--- config.mk ---
export PLATFORM = sky130hd
export DESIGN_NAME = clkdiv
export DESIGN_NICKNAME = d
export VERILOG_FILES = /design/src/rtl/clkdiv.sv
export SDC_FILE = /design/constraint.sdc
export NUM_CORES = 1
export LEC_CHECK = 0
export ABC_AREA = 0
export CORE_MARGIN = 4
export CORE_UTILIZATION = 39
export DETAILED_ROUTE_END_ITERATION = 8
export GPL_ROUTABILITY_DRIVEN = 0
export PLACE_DENSITY = 0.83
export SLEW_MARGIN = 20
export SYNTH_ARGS = -nofsm -noshare
export SYNTH_HDL_FRONTEND = slang
export SYNTH_SLANG_ARGS = --single-unit
export TNS_END_PERCENT = 50
--- constraint.sdc ---
create_clock -name clk -period 3.5 [get_ports clk]
set_input_delay 1.05 -clock clk [delete_from_list [all_inputs] [get_ports clk]]
set_output_delay 1.05 -clock clk [all_outputs]
set_load 0.02 [all_outputs]
--- src/rtl/clkdiv.sv ---
// Three-way clock divider for the sequential switch. Input 0 is the clock, input 1 re-aligns all
// dividers to the next input-0 rising edge, and input 2 mutes the divided outputs.
module clkdiv #(
  parameter int DIV1 = 2,
  parameter int DIV2 = 4,
  parameter int DIV3 = 8
) (
  input  logic               clk,
  input  logic               rst,
  input  logic               sample_valid,
  input  logic signed [15:0] sample_in0,
  input  logic signed [15:0] sample_in1,
  input  logic signed [15:0] sample_in2,
  input  logic signed [15:0] sample_in3,
  output logic signed [15:0] sample_out0,
  output logic signed [15:0] sample_out1,
  output logic signed [15:0] sample_out2,
  output logic signed [15:0] sample_out3
);

  localparam logic signed [15:0] SCH_HI = 16'sd8000;
  localparam logic signed [15:0] SCH_LO = 16'sd2000;
  localparam logic signed [15:0] OUT_HI = 16'sd20000;
  localparam logic signed [15:0] OUT_LO = 16'sd0;

  function automatic logic schmitt(input logic st, input logic signed [15:0] s);
    if (!st) return (s > SCH_HI);
    return !(s < SCH_LO);
  endfunction

  function automatic logic [6:0] advance(input logic [6:0] h, input int div);
    if (h == 7'(2 * div - 1)) return 7'd0;
    return h + 7'd1;
  endfunction

  function automatic logic signed [15:0] level_out(input logic on);
    return on ? OUT_HI : OUT_LO;
  endfunction

  logic       clk_hi, rst_hi, mute_hi, pending;
  logic [6:0] h1, h2, h3;

  logic       clk_nx, rst_nx, mute_nx, pend_nx;
  logic [6:0] h1_nx, h2_nx, h3_nx;
  logic       rise, fall, trig;
  logic signed [15:0] out0_nx, out1_nx, out2_nx, out3_nx;

  logic unused_in3;
  assign unused_in3 = ^sample_in3;

  always_comb begin
    clk_nx  = schmitt(clk_hi, sample_in0);
    rst_nx  = schmitt(rst_hi, sample_in1);
    mute_nx = schmitt(mute_hi, sample_in2);
    rise    = clk_nx & ~clk_hi;
    fall    = ~clk_nx & clk_hi;
    trig    = rst_nx & ~rst_hi;
    pend_nx = pending;
    h1_nx   = h1;
    h2_nx   = h2;
    h3_nx   = h3;
    // A rising edge always wins over a simultaneous trigger and completes any pending re-alignment.
    if (rise && (pending || trig)) begin
      h1_nx   = 7'd0;
      h2_nx   = 7'd0;
      h3_nx   = 7'd0;
      pend_nx = 1'b0;
    end else if ((rise || fall) && !pending && !trig) begin
      h1_nx = advance(h1, DIV1);
      h2_nx = advance(h2, DIV2);
      h3_nx = advance(h3, DIV3);
    end else if (trig) begin
      pend_nx = 1'b1;
    end
    out0_nx = level_out(clk_nx);
    out1_nx = level_out((h1_nx < 7'(DIV1)) && !pend_nx && !mute_nx);
    out2_nx = level_out((h2_nx < 7'(DIV2)) && !pend_nx && !mute_nx);
    out3_nx = level_out((h3_nx < 7'(DIV3)) && !pend_nx && !mute_nx);
  end

  // Single register stage: state and outputs advance only on valid strobes
  always_ff @(posedge clk) begin
    if (rst) begin
      clk_hi      <= 1'b0;
      rst_hi      <= 1'b0;
      mute_hi     <= 1'b0;
      pending     <= 1'b1;
      h1          <= 7'd0;
      h2          <= 7'd0;
      h3          <= 7'd0;
      sample_out0 <= OUT_LO;
      sample_out1 <= OUT_LO;
      sample_out2 <= OUT_LO;
      sample_out3 <= OUT_LO;
    end else if (sample_valid) begin
      clk_hi      <= clk_nx;
      rst_hi      <= rst_nx;
      mute_hi     <= mute_nx;
      pending     <= pend_nx;
      h1          <= h1_nx;
      h2          <= h2_nx;
      h3          <= h3_nx;
      sample_out0 <= out0_nx;
      sample_out1 <= out1_nx;
      sample_out2 <= out2_nx;
      sample_out3 <= out3_nx;
    end
  end

endmodule

== Yosys cells after proc, flatten, opt, wreduce, memory -nomap -nowiden ==
Cells that the tools add are included.

* Add/subtract/negate cells: 3
* Magnitude comparators: 9
* Eq/ne operators: 3
* Mux-type cells: 31
* Bitwise gates (word level): 6
* Reductions and logical operators: 18

{| class="wikitable"
|+ Operators by type and width
! operator !! number
|-
| $mux 7 || 12
|-
| $mux 15 || 4
|-
| $gt 16x14->1 const B || 3
|-
| $lt 16x12->1 const B || 3
|-
| $add 7x1->7 const B || 3
|-
| $mux 1 || 15
|-
| $logic_and 1x1->1 || 9
|-
| $eq 7x2->1 const B || 1
|-
| $eq 7x3->1 const B || 1
|-
| $eq 7x4->1 const B || 1
|-
| $logic_not 1->1 || 7
|-
| $lt 7x2->1 const B || 1
|-
| $lt 7x3->1 const B || 1
|-
| $lt 7x4->1 const B || 1
|-
| $and 1x1->1 || 3
|-
| $not 1->1 || 3
|-
| $logic_or 1x1->1 || 2
|}

* Register bits: 89
* Input port bits: 67
* Output and inout bits: 64
* Logic and storage cells: 81

== Longest topological paths before layout ==
Gate-level depths: netlist (run 1).

* Word-level depth: 17
* Depth in mapped cells: 9
* Gate-level depth less buffers: 8

== Worst setup path before layout (run 1) ==
OpenSTA, ideal clock, no wires.

* Path kind: input to register
* Start point: in sample_in2[0]
* End point: reg sample_out1[11]
* Library setup time: 0.087 ns
* Arrival: 3.079 ns
* Required time: 3.413 ns
* Setup slack: 0.334 ns
* Stages on the path: 7
* Path buffers: 0
* Cell sequence: or4_1 > o31a_1 > o311ai_2 > a31oi_1 > or4_4 > a221o_1 > o31ai_1

* Longest elaborated chain between the ends: 6
* Elaborated cells between the ends (all ways): 7
* Classes of those cells: 2 x order compare; 2 x mux; 3 x reduce/logical

{| class="wikitable"
|+ RTL lines
! item !! line !! text
|-
| from (decl) || 13 || <nowiki>input logic signed [15:0] sample_in2,</nowiki>
|-
| $lt 16x12->1 || 28 || <nowiki>return !(s < SCH_LO);</nowiki>
|-
| $logic_not 1->1 || 28 ||
|-
| $mux 1 * || 28 ||
|-
| $logic_not 1->1 * || 76 || <nowiki>out1_nx = level_out((h1_nx < 7'(DIV1)) && !pend_nx && !mute_nx);</nowiki>
|-
| $logic_and 1x1->1 * || 76 ||
|-
| $mux 15 * || 37 || <nowiki>return on ? OUT_HI : OUT_LO;</nowiki>
|-
| to (signal assigned) || 104 || <nowiki>sample_out1 <= out1_nx;</nowiki>
|-
| to (decl) || 16 || <nowiki>output logic signed [15:0] sample_out1,</nowiki>
|}

Mark *: on every way between the ends. The rest lies on a longest branch, timed or not.
A chain may end at the register's enable or synchronous reset.

== Final worst setup path (run 1) ==
Ends and elaborated chain as after synthesis.

==> reports/qor.yml, run 1 <==
status:
  status: "finished, final reports clean"
clock_tree:
  clk_pin_slew_worst_paths_ns: 0.10
  post_cts_resized: 0
  holdBufCountCts: 0
  root_buffer: "clkbuf_8"
  clkLatencyLatePin_ns: 0.27
  cts_buffers: 3
  cts_buffer_depth: 2
  cts.sinks: 28
  htreeDepth: 1
  cts_tree: "built"
  cts_setup_buffers: 0
power_and_ir_drop:
  p_switching_w: 0.0002441
  powerDensity_mw_per_mm2: 257.7
  comb_power_share_pct: 31.3
  vdd_ir_drop_max_v: 0.0001626
  switching_share_pct: 31.30
  p_int_w: 0.0005358
  clkPwrFrac_pct: 26.2
  p_leak_nw: 1.119
  pwr-share-seq_pct: 42.4
drt:
  drtAntennaViolNets: 0
  vias_per_cell: 5.209
  wire_per_inst_um: 12.74
  drtPass1Iterations: 4
  num_vias: 2344
  finalWirelength_um: 5734
  drtIter0Drc: 131
  drc: 0
synth:
  synth_edf_count: 0
  syn_inst: 311
  postSynth.asyncResetShare_pct: 0
  synth_flop_cell: "dfxtp_1"
  netlist_area_mm2: 0.002351
  avgSynthCellArea_um2: 7.560
  ys_ff_latch: 28
  ys_seq_area_share_pct: 23.84
  synthDistinctLibCells: 56
  yosys_warnings: 0
critical_path:
  path_class: "in -> reg"
  crit_slowest_cell: "or4_1"
  crit_chain: "clkdlybuf4s50_1 > or4_1 > o31a_1 > o311ai_2 > a31oi_1 > or4_4 > a221o_1 > o31ai_1"
  endpoint_kind: "register"
  cp_data_required_time_ns: 3.70
  rr_endpoint: "h3[4]"
  arrival_ns: 3.59
  slowest_delay_ns: 0.52
  cp-start-kind: "input pin"
  reg2reg_from: "sample_out0[11]"
  cp_max_fo: 2
  r2r_cells: 9
  rrSetupSlack_ns: 0.92
final_layout:
  fin_util_pct: 51.42
  n_antenna_cell: 0
  synthToLayoutAreaGrowth_pct: 28.74
  n_fill_cell: 559
  drive_gt1_share_pct: 9.333
  nets: 446
  stdcell_count: 450
floorplan:
  die_w_um: 85.64
  fp.coreArea_mm2: 0.005886
  dieArea_mm2: 0.007334
  num_io_pins: 131
  placementRows: 28
  die_y_um: 85.64
  initial_core_util_pct: 39.94
sta:
  rsz0062_at_grt: "false"
  finalSetupTns_ns: 0
  setup_viol: 0
  min_period_over_period_pct: 96.95
  tightest_slew_ns: 0.5342
  relSlewSlack_pct: 64.06
  skew_ns: 0.001515
  final_period_minus_worst_setup_slack_ns: 3.393
  finalHoldViolations: 0
  maxSlewViolCount: 0
  max_freq_ghz: 0.2947
worst_hold_path:
  min_to: "h2[0]"
  whs_path_depth: 2
  hp-class: "reg -> reg"
  hp-start: "h2[0]"
placement:
  dp_cells: 446
  post-dp-hpwl_um: 4541
  port_buffers: 70
grt:
  grt_overflow_total: 0
  grt_pass1_vias: 2097
  grt_max_degree: 28
  track_usage_pct: 14.53
  grt_pass1_wl_um: 9004
  antenna_found_initial: 0
flow_run:
  maxCapViolations: 0
[kinds of logic (layout without fill, tap and decap cells)]
| kind of cell | count (synthesis) | after routing | synth area share [%] |
|---|---|---|---|
| other | 1 | 44 | 0.1595 |
| buffers and inverters | 81 | 102 | 22.72 |
| AND/OR/NAND/NOR | 112 | 112 | 25.97 |
| AO/OA/AOI/OAI | 78 | 78 | 22.57 |
| XOR/XNOR | 5 | 5 | 1.863 |
| multiplexers | 3 | 3 | 1.277 |
| adder cells (fa/ha/maj) | 3 | 3 | 1.597 |
| flip-flops | 28 | 28 | 23.84 |
[state kept, by name, summed over array words and instances (netlist names)]
name and count:
sample_out3 1, h3 7, rst_hi 1, sample_out1 1, sample_out2 1, h1 7, pending 1, mute_hi 1
h2 7, sample_out0 1
[per-layer routing]
| layer | share of wire, % | vias up | GRT usage [%] |
|---|---|---|---|
| met2 | 51 | 99 | 26.84 |
| met3 | 8.6 | 8 | 2.882 |
| met1 | 39 | 1065 | 16.77 |
| met4 | 1.6 | 0 | 4.317 |
| li1 | - | 1172 | - |
| met5 | 0 | - | 0 |
[critical path: cells and delay by family]
kind	cells	cell delay, ns
buffers and inverters	1	0.39
AND/OR/NAND/NOR	2	1.02
AO/OA/AOI/OAI	5	1.13
[power groups by stage]
stage               Sequential, W  Combinational (W)  Clock (W)
finish                   0.000331           0.000244   0.000205
global route             0.000333           0.000261   0.000220
CTS                      0.000331           0.000243   0.000210
detailed placement       0.000339           0.000242          0
global placement         0.000338           0.000239          0
floorplan                0.000339           0.000173          0
[synth_stat cells, types with 2 or more instances]
cell	n	area (um2)
o311a_1	2	20.02
o31ai_1	4	30.03
or3_1	3	18.77
a211oi_1	3	22.52
xor2_1	3	26.28
a22oi_1	2	15.01
inv_1	3	11.26
nor2b_1	2	12.51
clkbuf_1	15	56.30
a21oi_1	19	95.09
a21o_1	2	15.01
nor4_1	7	43.79
and2_1	2	12.51
nand4b_1	5	43.79
nor2_1	21	78.83
nand4_1	3	18.77
xnor2_1	2	17.52
o211ai_1	4	30.03
nand3b_1	5	37.54
a32oi_1	3	26.28
nand2_1	17	63.81
and3_1	2	12.51
mux2i_1	3	30.03
buf_4	61	457.9
nor3b_1	4	30.03
a31oi_1	2	12.51
o21ai_0	19	95.09
nand3_1	16	80.08
or4_1	4	30.03
nor3_1	14	70.07
o311ai_0	2	17.52
dfxtp_1	28	560.5
o31a_1	2	17.52
ha_1	3	37.54
a311oi_1	2	17.52
nor4b_1	2	17.52
[cells in the final DEF, fill, tap and decap left out, drive strengths merged, types with 4 or more instances in the layout]
cell type	synthesis	final
conb	1	44
nand2	17	17
o31ai	4	4
nor3b	4	4
nor4	7	7
nand3b	5	5
nor3	15	15
dfxtp	28	28
nand4b	5	5
buf	63	25
clkdlybuf4s50	0	70
or4	5	5
clkbuf	15	4
nand3	16	16
a21oi	19	19
o211ai	4	4
o21ai	20	20
nor2	22	22
[layout make-up]
class	instances	area, um2	share of cell area, %
multi-input cells	245	1418	46.84
flip-flops and latches	28	560.5	18.52
inverters	3	11.26	0.3721
well taps	75	93.84	3.100
repair buffers	95	888.4	29.35
clock buffers	4	55.05	1.819
[metrics by stage]
stage | cell area, um2 | hold slack (ns) | setup WS (ns) | total power, W
CTS | 3027 | 0.4997 | 0.1017 | 0.0007835
detailed placement | 2972 | 0.4852 | -0.1907 | 0.0005807
global route | 3027 | 0.5328 | 0.01584 | 0.0008128
finish | 3027 | 0.4956 | 0.1067 | 0.0007799
global placement | 2972 | 0.4691 | -0.1696 | 0.0005770
floorplan | 2512 | 0.4576 | 0.3335 | 0.0005126
[worst max-delay path by stage]
stage	end	slack (ns)	cells past startpoint	startpoint
final	sample_out1[11]	0.11	8	sample_in2[0]
after floorplan	sample_out1[11]	0.33	7	sample_in2[0]
after detailed placement	sample_out1[11]	-0.19	8	sample_in2[0]
after CTS	sample_out1[11]	0.10	8	sample_in2[0]
after global routing	h3[4]	0.02	10	sample_in0[15]
after global placement	sample_out1[11]	-0.17	8	sample_in2[0]
No activity file was read; power rests on OpenSTA's default activity.
==> run 2: changes to the inputs <==
--- a/config.mk
+++ b/config.mk
@@ -15,4 +15,4 @@
 export SYNTH_ARGS = -nofsm -noshare
 export SYNTH_HDL_FRONTEND = slang
 export SYNTH_SLANG_ARGS = --single-unit
-export TNS_END_PERCENT = 50
+export TNS_END_PERCENT = 10
==> results of run 2 <==
The final DEF is identical to that of run 1; final timing and power are the same.
==> run 3: changes to the inputs <==
--- a/config.mk
+++ b/config.mk
@@ -10,6 +10,7 @@
 export CORE_UTILIZATION = 39
 export DETAILED_ROUTE_END_ITERATION = 8
 export GPL_ROUTABILITY_DRIVEN = 0
+export GPL_TIMING_DRIVEN = 0
 export PLACE_DENSITY = 0.83
 export SLEW_MARGIN = 20
 export SYNTH_ARGS = -nofsm -noshare
==> run 3 against run 2 <==
- first-iteration DRC count increased by 73%
- sequential power about the same
- clock-buffer cell count decreased by 1
- die area unchanged
- power increased by 2.9%
- register-to-register slack about the same
- worst setup slack got worse by 0.055 ns
- clock skew increased by 0.0024 ns
- hold slack improved by 0.0033 ns
- combinational power increased by 19%
==> reports/qor.yml, run 3 (same netlist as run 1, synthesis figures left out) <==
sta:
  worst_slack_ns: 0.05160
  hold_slack_ns: 0.4989
  relSlewSlack_pct: 54.41
  skew_ns: 0.003951
  final_period_minus_worst_setup_slack_ns: 3.448
  rsz0062_at_grt: "true"
  finalHoldViolations: 0
  maxSlewViolCount: 0
  min_period_over_period_pct: 98.53
  tightest_slew_ns: 0.6824
  setup_viol: 0
  max_freq_ghz: 0.2900
final_layout:
  ff_latch_area_um2: 560.5
  top_regs: "h1: 7 flops, h2: 7 flops, h3: 7 flops"
  final_cell_mix: "clkdlybuf4s50_1, buf_4, conb_1, dfxtp_1, nor2_1"
  nets: 496
  multi_input_area_mm2: 0.001463
  fin_util_pct: 57.31
  n_fill_cell: 547
  synthToLayoutAreaGrowth_pct: 43.48
  drive_gt1_share_pct: 18.63
  n_antenna_cell: 0
  final_common_cell: "clkdlybuf4s50_1"
floorplan:
  num_io_pins: 131
  initial_core_util_pct: 39.94
  fp.coreArea_mm2: 0.005886
  die_w_um: 85.64
  die_y_um: 85.64
  dieArea_mm2: 0.007334
  placementRows: 28
status:
  status: "finished, final reports clean"
placement:
  pre_cts_ws_ns: -0.4033
  port_buffers: 68
  post-dp-hpwl_um: 5061
critical_path:
  endpoint_kind: "register"
  path_class: "in -> reg"
  crit_slowest_cell: "nor3_1"
  crit_chain: "clkdlybuf4s50_1 > nor4b_1 > a211oi_1 > o22a_1 > buf_2 > nor3_1 > mux2i_1 > o21ai_0 > a32o_1"
  crit_family: "simple AND/OR/NAND/NOR gates"
  cp_max_fo: 10
  cp_data_required_time_ns: 3.68
  cp_num_buf_inv: 2
  arrival_ns: 3.63
  slowest_delay_ns: 0.57
  cp-start-kind: "input pin"
drt:
  drtIter0Drc: 227
  drtAntennaViolNets: 0
  finalWirelength_um: 6509
  num_vias: 2617
  vias_per_cell: 5.244
  drtPass1Iterations: 4
  drc: 0
  wire_per_inst_um: 13.04
grt:
  track_usage_pct: 17.66
  grt_max_degree: 15
  antenna_found_initial: 0
  grt_pass1_vias: 2593
  grt_pass1_wl_um: 10990
  grt_overflow_total: 0
worst_hold_path:
  hp-class: "reg -> reg"
clock_tree:
  clk_pin_slew_worst_paths_ns: 0.10
  htreeDepth: 1
  cts_buffer_depth: 2
  cts_setup_buffers: 0
  cts_tree: "built"
  clkLatencyLatePin_ns: 0.28
  root_buffer: "clkbuf_8"
  cts_buffers: 3
  cts.sinks: 28
power_and_ir_drop:
  vdd_ir_drop_max_v: 0.0001502
  p_total_w: 0.0008029
  p_leak_nw: 1.344
  powerDensity_mw_per_mm2: 238.0
flow_run:
  maxCapViolations: 0
[run 3: stage by stage]
step | cells | TNS, ns | instance area [um2]
3_5_place_dp | 497 | -5.465 | 3287
6_report | 499 | 0 | 3373
5_1_grt | 499 | -0.1194 | 3373
4_1_cts | 500 | -0.5198 | 3328
2_1_floorplan | 354 | 0 | 2512
3_3_place_gp | 497 | -5.218 | 3287
[run 3: area by class of cell]
class                           instances  share of cell area, %
Buffer                                 77                  15.50
Multi-Input combinational cell        245                  43.36
Inverter                                3                 0.3338
Clock buffer                            3                  1.224
Tap cell                               75                  2.782
Sequential cell                        28                  16.62
Timing Repair Buffer                   68                  20.18
[run 3: power by group]
group	total, W	leakage [nW]	internal (W)	switching (W)
Clock	0.000181	0.0216	0.0000776	0.000104
Combinational	0.000291	1.10	0.000143	0.000148
Sequential	0.000331	0.226	0.000324	0.00000680
[run 3: worst paths after layout]
check | startpoint | to | slack (ns) | cells after the start
worst min-delay path | h3[0] | h3[0] | 0.50 | 2
worst min register to register | h3[0] | h3[0] | 0.50 | 2
worst max register to register | sample_out0[11] | sample_out2[11] | 0.91 | 7
worst max-delay path | sample_in1[6] | sample_out2[11] | 0.05 | 9
[run 3: worst min-delay path, delay by kind of cell (launching register included)]
family,cells,cell delay [ns]
and+or+nand+nor,1,0.06
AOI/OAI and AO/OA,1,0.05
DFF,1,0.34
[run 3: timing repair]
action | CTS | global route
resized for setup | 0 | 12
endpoints found under the hold margin | 0 | 0
pin swaps | 0 | 5
gates cloned | 0 | 0
hold buffers | 0 | 0
endpoints found under the setup margin | 11 | 23
[run 3: routing by layer]
metal	vias up	part of all wire [%]	track usage, %
li1	1275	-	-
met3	6	9.3	2.690
met2	117	51	32.91
met1	1219	38	20.33
met5	-	0	0
met4	0	1.2	6.043
